===== config.mk =====
export PLATFORM = sky130hd
export DESIGN_NAME = kbd_event_ctrl_flat
export DESIGN_NICKNAME = d
export VERILOG_FILES = /design/src/rtl/kbd_event_ctrl_if.sv /design/src/rtl/kbd_event_ctrl.sv /design/src/flat_wrapper.sv
export SDC_FILE = /design/constraint.sdc
export NUM_CORES = 1
export LEC_CHECK = 0
export ABC_AREA = 1
export CAP_MARGIN = 40
export CORE_UTILIZATION = 35
export DETAILED_ROUTE_END_ITERATION = 6
export SETUP_SLACK_MARGIN = 0.15
export SYNTH_ARGS = -nofsm -noshare
export SYNTH_HDL_FRONTEND = slang
export SYNTH_SLANG_ARGS = --single-unit

===== constraint.sdc =====
create_clock -name clk -period 3.4 [get_ports clk]
set_clock_uncertainty 0.15 [all_clocks]
set_input_delay 0.85 -clock clk [delete_from_list [all_inputs] [get_ports clk]]
set_output_delay 0.85 -clock clk [all_outputs]
set_load 0.01 [all_outputs]

===== src/rtl/kbd_event_ctrl_if.sv =====
// rtl/kbd_event_ctrl_if.sv - key input and event FIFO bus for kbd_event_ctrl
interface kbd_event_ctrl_if;
  logic [7:0] key_ascii;
  logic       key_ctrl;
  logic       rep_en;
  logic       ev_ack;
  logic       clr_ovf;
  logic       ev_valid;
  logic [8:0] ev_data;
  logic [4:0] ev_count;
  logic       overflow;

  modport master (
    output key_ascii, key_ctrl, rep_en, ev_ack, clr_ovf,
    input  ev_valid, ev_data, ev_count, overflow
  );

  modport slave (
    input  key_ascii, key_ctrl, rep_en, ev_ack, clr_ovf,
    output ev_valid, ev_data, ev_count, overflow
  );
endinterface


===== src/rtl/kbd_event_ctrl.sv =====
// rtl/kbd_event_ctrl.sv - typematic key event generator feeding a show-ahead event FIFO
module kbd_event_ctrl #(
  parameter int DELAY_CYC = 25000000,
  parameter int RATE_CYC  = 2500000,
  parameter int DEPTH     = 8
) (
  input logic             clk,
  input logic             rst,
  kbd_event_ctrl_if.slave bus
);

  localparam int MAX_CYC = (DELAY_CYC > RATE_CYC) ? DELAY_CYC : RATE_CYC;
  localparam int CW      = $clog2(MAX_CYC);
  localparam int AW      = $clog2(DEPTH);

  localparam logic [CW-1:0] DLY_LAST  = CW'(DELAY_CYC - 1);
  localparam logic [CW-1:0] RATE_LAST = CW'(RATE_CYC - 1);
  localparam logic [4:0]    FULL_CNT  = 5'(DEPTH);

  typedef enum logic [1:0] {ST_IDLE, ST_DELAY, ST_REPEAT} state_t;

  state_t          state_q, state_d;
  logic [CW-1:0]   cnt_q, cnt_d;
  logic [7:0]      held_q, held_d;

  logic [8:0]      mem_q [DEPTH];
  logic [8:0]      mem_d [DEPTH];
  logic [AW-1:0]   wr_ptr_q, wr_ptr_d;
  logic [AW-1:0]   rd_ptr_q, rd_ptr_d;
  logic [4:0]      count_q, count_d;
  logic            overflow_q, overflow_d;

  logic            push;
  logic [8:0]      push_data;
  logic            pop;
  logic            full;
  logic            wr_en;

  // Typematic generator: decides on at most one push per cycle.
  // The held key is compared on ascii only, so a ctrl change never restarts typematic.
  always_comb begin
    state_d   = state_q;
    cnt_d     = cnt_q;
    held_d    = held_q;
    push      = 1'b0;
    push_data = {bus.key_ctrl, bus.key_ascii};
    case (state_q)
      ST_IDLE: begin
        if (bus.key_ascii != 8'h00) begin
          push    = 1'b1;
          held_d  = bus.key_ascii;
          cnt_d   = '0;
          state_d = ST_DELAY;
        end
      end
      ST_DELAY, ST_REPEAT: begin
        if (bus.key_ascii == 8'h00) begin
          cnt_d   = '0;
          state_d = ST_IDLE;
        end else if (bus.key_ascii != held_q) begin
          push    = 1'b1;
          held_d  = bus.key_ascii;
          cnt_d   = '0;
          state_d = ST_DELAY;
        end else if (!bus.rep_en) begin
          cnt_d = '0;
        end else if (cnt_q == ((state_q == ST_DELAY) ? DLY_LAST : RATE_LAST)) begin
          push      = 1'b1;
          push_data = {bus.key_ctrl, held_q};
          cnt_d     = '0;
          state_d   = ST_REPEAT;
        end else begin
          cnt_d = cnt_q + CW'(1);
        end
      end
      default: begin
        state_d = ST_IDLE;
        cnt_d   = '0;
      end
    endcase
  end

  // FIFO next state: a pop frees the slot that a same-cycle push needs when full.
  always_comb begin
    pop        = bus.ev_ack && (count_q != 5'd0);
    full       = (count_q == FULL_CNT);
    wr_en      = push && (!full || pop);
    mem_d      = mem_q;
    wr_ptr_d   = wr_ptr_q;
    rd_ptr_d   = rd_ptr_q;
    count_d    = count_q;
    overflow_d = overflow_q;
    if (wr_en) begin
      mem_d[wr_ptr_q] = push_data;
      wr_ptr_d        = wr_ptr_q + AW'(1);
    end
    if (pop) begin
      rd_ptr_d = rd_ptr_q + AW'(1);
    end
    case ({wr_en, pop})
      2'b10:   count_d = count_q + 5'd1;
      2'b01:   count_d = count_q - 5'd1;
      default: count_d = count_q;
    endcase
    if (push && !wr_en) begin
      overflow_d = 1'b1;
    end else if (bus.clr_ovf) begin
      overflow_d = 1'b0;
    end
  end

  // State registers; reset drops stored events and any pending repeat.
  always_ff @(posedge clk) begin
    if (rst) begin
      state_q    <= ST_IDLE;
      cnt_q      <= '0;
      held_q     <= 8'h00;
      wr_ptr_q   <= '0;
      rd_ptr_q   <= '0;
      count_q    <= 5'd0;
      overflow_q <= 1'b0;
      for (int i = 0; i < DEPTH; i++) begin
        mem_q[i] <= 9'h000;
      end
    end else begin
      state_q    <= state_d;
      cnt_q      <= cnt_d;
      held_q     <= held_d;
      wr_ptr_q   <= wr_ptr_d;
      rd_ptr_q   <= rd_ptr_d;
      count_q    <= count_d;
      overflow_q <= overflow_d;
      mem_q      <= mem_d;
    end
  end

  assign bus.ev_valid = (count_q != 5'd0);
  assign bus.ev_data  = (count_q != 5'd0) ? mem_q[rd_ptr_q] : 9'h000;
  assign bus.ev_count = count_q;
  assign bus.overflow = overflow_q;

endmodule

===== src/flat_wrapper.sv =====
// flat-port wrapper written by rule: the top's interface ports become plain ports
module kbd_event_ctrl_flat 
#(
  parameter int DELAY_CYC = 25000000,
  parameter int RATE_CYC  = 2500000,
  parameter int DEPTH     = 8
)
  (clk, rst, bus_key_ascii, bus_key_ctrl, bus_rep_en, bus_ev_ack, bus_clr_ovf, bus_ev_valid, bus_ev_data, bus_ev_count, bus_overflow);
  kbd_event_ctrl_if bus_i ();
  input logic clk;
  input logic rst;
  input wire logic [$bits(bus_i.key_ascii)-1:0] bus_key_ascii;
  input wire logic [$bits(bus_i.key_ctrl)-1:0] bus_key_ctrl;
  input wire logic [$bits(bus_i.rep_en)-1:0] bus_rep_en;
  input wire logic [$bits(bus_i.ev_ack)-1:0] bus_ev_ack;
  input wire logic [$bits(bus_i.clr_ovf)-1:0] bus_clr_ovf;
  output wire logic [$bits(bus_i.ev_valid)-1:0] bus_ev_valid;
  output wire logic [$bits(bus_i.ev_data)-1:0] bus_ev_data;
  output wire logic [$bits(bus_i.ev_count)-1:0] bus_ev_count;
  output wire logic [$bits(bus_i.overflow)-1:0] bus_overflow;
  assign bus_i.key_ascii = bus_key_ascii;
  assign bus_i.key_ctrl = bus_key_ctrl;
  assign bus_i.rep_en = bus_rep_en;
  assign bus_i.ev_ack = bus_ev_ack;
  assign bus_i.clr_ovf = bus_clr_ovf;
  assign bus_ev_valid = bus_i.ev_valid;
  assign bus_ev_data = bus_i.ev_data;
  assign bus_ev_count = bus_i.ev_count;
  assign bus_overflow = bus_i.overflow;
  kbd_event_ctrl #(.DELAY_CYC(DELAY_CYC), .RATE_CYC(RATE_CYC), .DEPTH(DEPTH)) u_core (.clk(clk), .rst(rst), .bus(bus_i));
endmodule

# Word-level counts from Yosys, hierarchy flattened
# Index checks and enable logic that the tools add are counted.
# op_classes
muxes	38
n_reduce_logical	17
magnitude_cmp	3
n_bitwise	2
add_sub_neg	5
eq_ne	12
# ops
op	n
$mux W25	6
$bwmux W72	1
$mux W8	8
$pmux W25 S2	1
$mux W9	4
$bmux W9 S3	1
$demux W9 S3	1
$add A25 B1 Y25 const B	1
$eq A25 B25 Y1	1
$pmux W8 S2	1
$mux W2	5
$pmux W5 S2	1
$ge A4 B4 Y1 const B	2
$logic_not A8 Y1	1
$ne A8 B8 Y1	1
$not A3 Y4	2
$reduce_bool A8 Y1	1
$mux W1	7
$add A3 B1 Y3 const B	2
$reduce_bool A2 Y1	3
$add A5 B1 Y5 const B	1
$eq A5 B4 Y1 const B	1
$reduce_bool A5 Y1	1
$sub A5 B1 Y5 const B	1
other kinds (16)	23
# word_totals
register_bits	119
inputBits	14
wordCells	92

# Depth between registers and ports, before layout
# logic_depth
word_depth	12
mapped_depth	22

# Least setup slack after synthesis
# Ideal clock, no wire load.
# synth_timing
path_kind	input-to-reg
start	in bus_key_ascii[4]
end	reg u_core.count_q[4] (netlist: u_core.bus.ev_count[4])
setup_slack_ps	24
arrival_time_ps	3155
setup_time_ps	70
required_ps	3180
stages	17
path_cell_list	buf_4 -> inv_1 -> nand3_1 -> nor2_2 -> a211oi_2 -> buf_6 -> nand3_1 -> ha_1 -> xor2_1 -> ha_1 -> a21o_1 -> nand2_1 -> nand2_1 -> a21oi_1 -> xor2_1 -> nand2_1 -> a21oi_1
# synth_via
elab_chain_len	7
word_cells_on_any_way	12
cone_classes	eq/ne: 3; mux: 5; reduce/logical: 4
# synth_lines
element	line_no	source
start: declaration	flat_wrapper.sv:12	input wire logic [$bits(bus_i.key_ascii)-1:0] bus_key_ascii;
$ne A8 B8 Y1	kbd_event_ctrl.sv:60	end else if (bus.key_ascii != held_q) begin
$mux W1	kbd_event_ctrl.sv:60	
$mux W1	kbd_event_ctrl.sv:57	if (bus.key_ascii == 8'h00) begin
$pmux W1 S2 *	kbd_event_ctrl.sv:47	case (state_q)
$logic_and A1 B1 Y1 *	kbd_event_ctrl.sv:87	wr_en = push && (!full || pop);
$eq A2 B1 Y1 / $eq A2 B2 Y1 (equally long branches)	kbd_event_ctrl.sv:100	case ({wr_en, pop})
$pmux W5 S2 / $reduce_bool A2 Y1 (equally long branches)	n/a	
end signal: assignment	kbd_event_ctrl.sv:131	count_q <= count_d;
end: declaration	kbd_event_ctrl.sv:30	logic [4:0] count_q, count_d;
# Mark *: on every way between the ends. The rest lies on a longest branch, timed or not.
# A chain may end at the register's enable or synchronous reset.

# Final worst setup path
# layout_timing
start	reg u_core.rd_ptr_q[0]
end	out bus_ev_data[6]
# layout_via
elab_chain_len	5
# layout_lines
element	line_no	source
start: declaration	kbd_event_ctrl.sv:29	logic [AW-1:0] rd_ptr_q, rd_ptr_d;
start signal: assignment	kbd_event_ctrl.sv:130	rd_ptr_q <= rd_ptr_d;
$not A3 Y4 (not written as such)	kbd_event_ctrl.sv:138	assign bus.ev_data = (count_q != 5'd0) ? mem_q[rd_ptr_q] : 9'h000;
$bmux W9 S3	kbd_event_ctrl.sv:138	
$mux W9 (not written as such) (2 in a row)	kbd_event_ctrl.sv:138	
$mux W9	kbd_event_ctrl.sv:138	
end: declaration	flat_wrapper.sv:18	output wire logic [$bits(bus_i.ev_data)-1:0] bus_ev_data;
# Every way passes these cells. The select of a mux whose other input is x is not followed.

==> impl_metrics.env <==
export IMPL_status="complete, no violations"
export IMPL_max_vdd_ir_drop_mv=0.3428
export IMPL_io_pins=30
export IMPL_worstHoldPathType="reg -> reg"
export IMPL_fp_dieW_microns=140.9
export IMPL_clkTransAtPathRegs_ps=60
export IMPL_drc=0
export IMPL_fillCellCount=1973
export IMPL_crit_path_start_kind="register"
export IMPL_dieArea_sq_um=19850
export IMPL_clock_fmax_mhz=323.9
export IMPL_finalSetupViolCount=0
export IMPL_power_density_nw_per_um2=597.3
export IMPL_gp_congestion=0.9070
export IMPL_routed_wl_mm=16.98
export IMPL_hpwl_mm=11.92
export IMPL_antenna_found_initial=0
export IMPL_path_class="reg -> out"
export IMPL_seqCellArea_sq_um=2386
export IMPL_mostFrequentLayoutCell="nand2_1"
export IMPL_initialDrtViolationCount=453
export IMPL_drive_gt1_share_pct=10.26
export IMPL_synthDistinctLibCells=37
export IMPL_die_h_microns=140.9
export IMPL_rows=50
export IMPL_worst_pin_slew_ps=590.7
export IMPL_insertion_delay_ps=410
export IMPL_io_buffers=29
export IMPL_synth_top_area_share_pct=35.28
export IMPL_synth_edf_count=0
export IMPL_cts_path_max_buffers=2
export IMPL_grt_max_degree=47
export IMPL_slew_violations=0
export IMPL_synth_warnings=0
export IMPL_synth_net_count=1076
export IMPL_finalPower_mw=4.737
export IMPL_grt_pass1_vias=5660
export IMPL_syn2layout_area_growth_pct=17.45
export IMPL_dr_pass1_iters=5
export IMPL_core_sq_um=18830
export IMPL_yosys_top_cells_area="dfxtp_1 35%, nand2_1 14%, nor2_1 12%, inv_1 7.4%, a21oi_1 5.3%"
export IMPL_critPathMaxFanout=18
export IMPL_cap_violations=0
export IMPL_ctsHtreeMaxLevel=4
export IMPL_numPlacedInstances=1330
export IMPL_multi_input_area_sq_um=3541
export IMPL_rsz0062_at_grt="no"
export IMPL_wl_per_cell_microns=12.47
export IMPL_cts_root_buf="clkbuf_16"
export IMPL_post_route_min_period_ps=3087
export IMPL_cts_sinks=119
export IMPL_slew_headroom_pct=60.53
export IMPL_syn_area_per_cell_sq_um=6.419
export IMPL_synth_seq_cells=119
export IMPL_gr_total_overflow=0
export IMPL_diodes=0
export IMPL_synth_area_leader_cell="dfxtp_1"
export IMPL_synth_ff_type="dfxtp_1"
export IMPL_grt_util_all_layers_pct=18.03
export IMPL_tritoncts="done"
export IMPL_hold_violations=0
export IMPL_p_leak_nw=3.762
export IMPL_antenna_left=0
export IMPL_via_count=6299
export IMPL_place_ws_ps=-171.1
export IMPL_numCtsBuffers=17
export IMPL_crit_arrival_ps=2090
export IMPL_whs_ps=313.5
export IMPL_synthCells=1052
export IMPL_netlist_area_sq_um=6753
export IMPL_finalWorstSetupSlack_ps=313.1
export IMPL_grt_pass1_wl_mm=28.25
export IMPL_fin_crit_sh_pct=90.79
export IMPL_layout_common_cells="255 x nand2_1, 215 x nor2_1, 134 x inv_1"
export IMPL_crit_required_ps=2400
export IMPL_via_per_inst=4.628
export IMPL_cp_end_kind="output pin"
export IMPL_start_util_pct=35.86
export IMPL_fin_nets=1114
export IMPL_instances_no_fill=1361
export IMPL_ctsHoldBuffers=0
export IMPL_async_flop_share_pct=0
export IMPL_yosysSeqAreaShare_pct=35.28
export IMPL_tns_ps=0
## final timing paths
| path | start | cells after the start | end | slack [ps] |
|---|---|---|---|---|
| max | u_core.rd_ptr_q[0] | 8 | bus_ev_data[6] | 310 |
| min | u_core.bus.overflow | 2 | u_core.bus.overflow | 310 |
| max reg2reg | u_core.state_q[1] | 20 | u_core.bus.ev_count[4] | 440 |
| min reg2reg | u_core.bus.overflow | 2 | u_core.bus.overflow | 310 |
## power by group
part           internal, mW  switching (mW)  total (mW)
registers              1.54          0.0971        1.63
logic                 0.543           0.848        1.39
clock network          1.08           0.630        1.71
## state kept, by name (all words and copies together), names as in the netlist
| name | count |
|---|---|
| u_core.cnt_q | 25 |
| u_core.bus.ev_count | 5 |
| u_core.rd_ptr_q | 3 |
| u_core.held_q | 8 |
| u_core.bus.overflow | 1 |
| u_core.wr_ptr_q | 3 |
| u_core.mem_q | 72 |
| u_core.state_q | 2 |
## Yosys cell counts, types with 8 or more instances
| library cell | instances |
|---|---|
| nand4_1 | 14 |
| nor3_1 | 13 |
| o21ai_0 | 57 |
| inv_1 | 134 |
| ha_1 | 10 |
| xor2_1 | 11 |
| nor2_2 | 8 |
| a21oi_1 | 71 |
| dfxtp_1 | 119 |
| buf_6 | 16 |
| nor2_1 | 216 |
| a31oi_1 | 10 |
| nand2_2 | 10 |
| nand3_1 | 42 |
| clkbuf_1 | 17 |
| nand2_1 | 255 |
| buf_2 | 9 |
## layer usage
metal  GRT usage [%]  share of wire, %  vias to the layer above
met2           26.92                43                      132
li1                -                 -                     3350
met3           3.974               4.0                       16
met4           6.007               1.3                        0
met1           25.51                52                     2801
met5               0                 0                        -
## stage by stage
step	util, %	instance area, sq um
after floorplan	-	6770
after global placement	38.90	7325
after detailed placement	38.90	7325
after CTS	41.85	7881
after global routing	42.12	7931
final	42.12	7931
## logic make-up after synthesis
logic type	count (synthesis)	synth area share [%]
buffers and inverters	189	12.93
and+or+nand+nor	576	36.91
xor gates and xnor gates	15	1.945
DFF	119	35.28
AOI/OAI and AO/OA	143	11.08
adders and majority gates	10	1.853
## cell type report
| type | instances | share of cell area (%) |
|---|---|---|
| Clock inverter | 9 | 1.309 |
| Sequential cell | 119 | 30.08 |
| Timing Repair Buffer | 68 | 7.509 |
| Clock buffer | 21 | 5.679 |
| Tap cell | 260 | 4.102 |
| Inverter | 140 | 6.673 |
| Multi-Input combinational cell | 744 | 44.64 |
## critical path: stages, from the launching register on
cell	delay, ps
dfxtp_4	410
inv_1	70
buf_4	190
a21oi_1	130
o21ai_0	120
nand3_1	120
nand2_1	80
a31oi_1	240
dlygate4sd2_1	310
## timing repair
action                                  CTS  global route
pin swaps                                 0             2
endpoints found under the setup margin    9             2
setup buffers                             0             1
resized for setup                        13            14
gates cloned                              0             0
No activity file was read; power rests on OpenSTA's default activity.
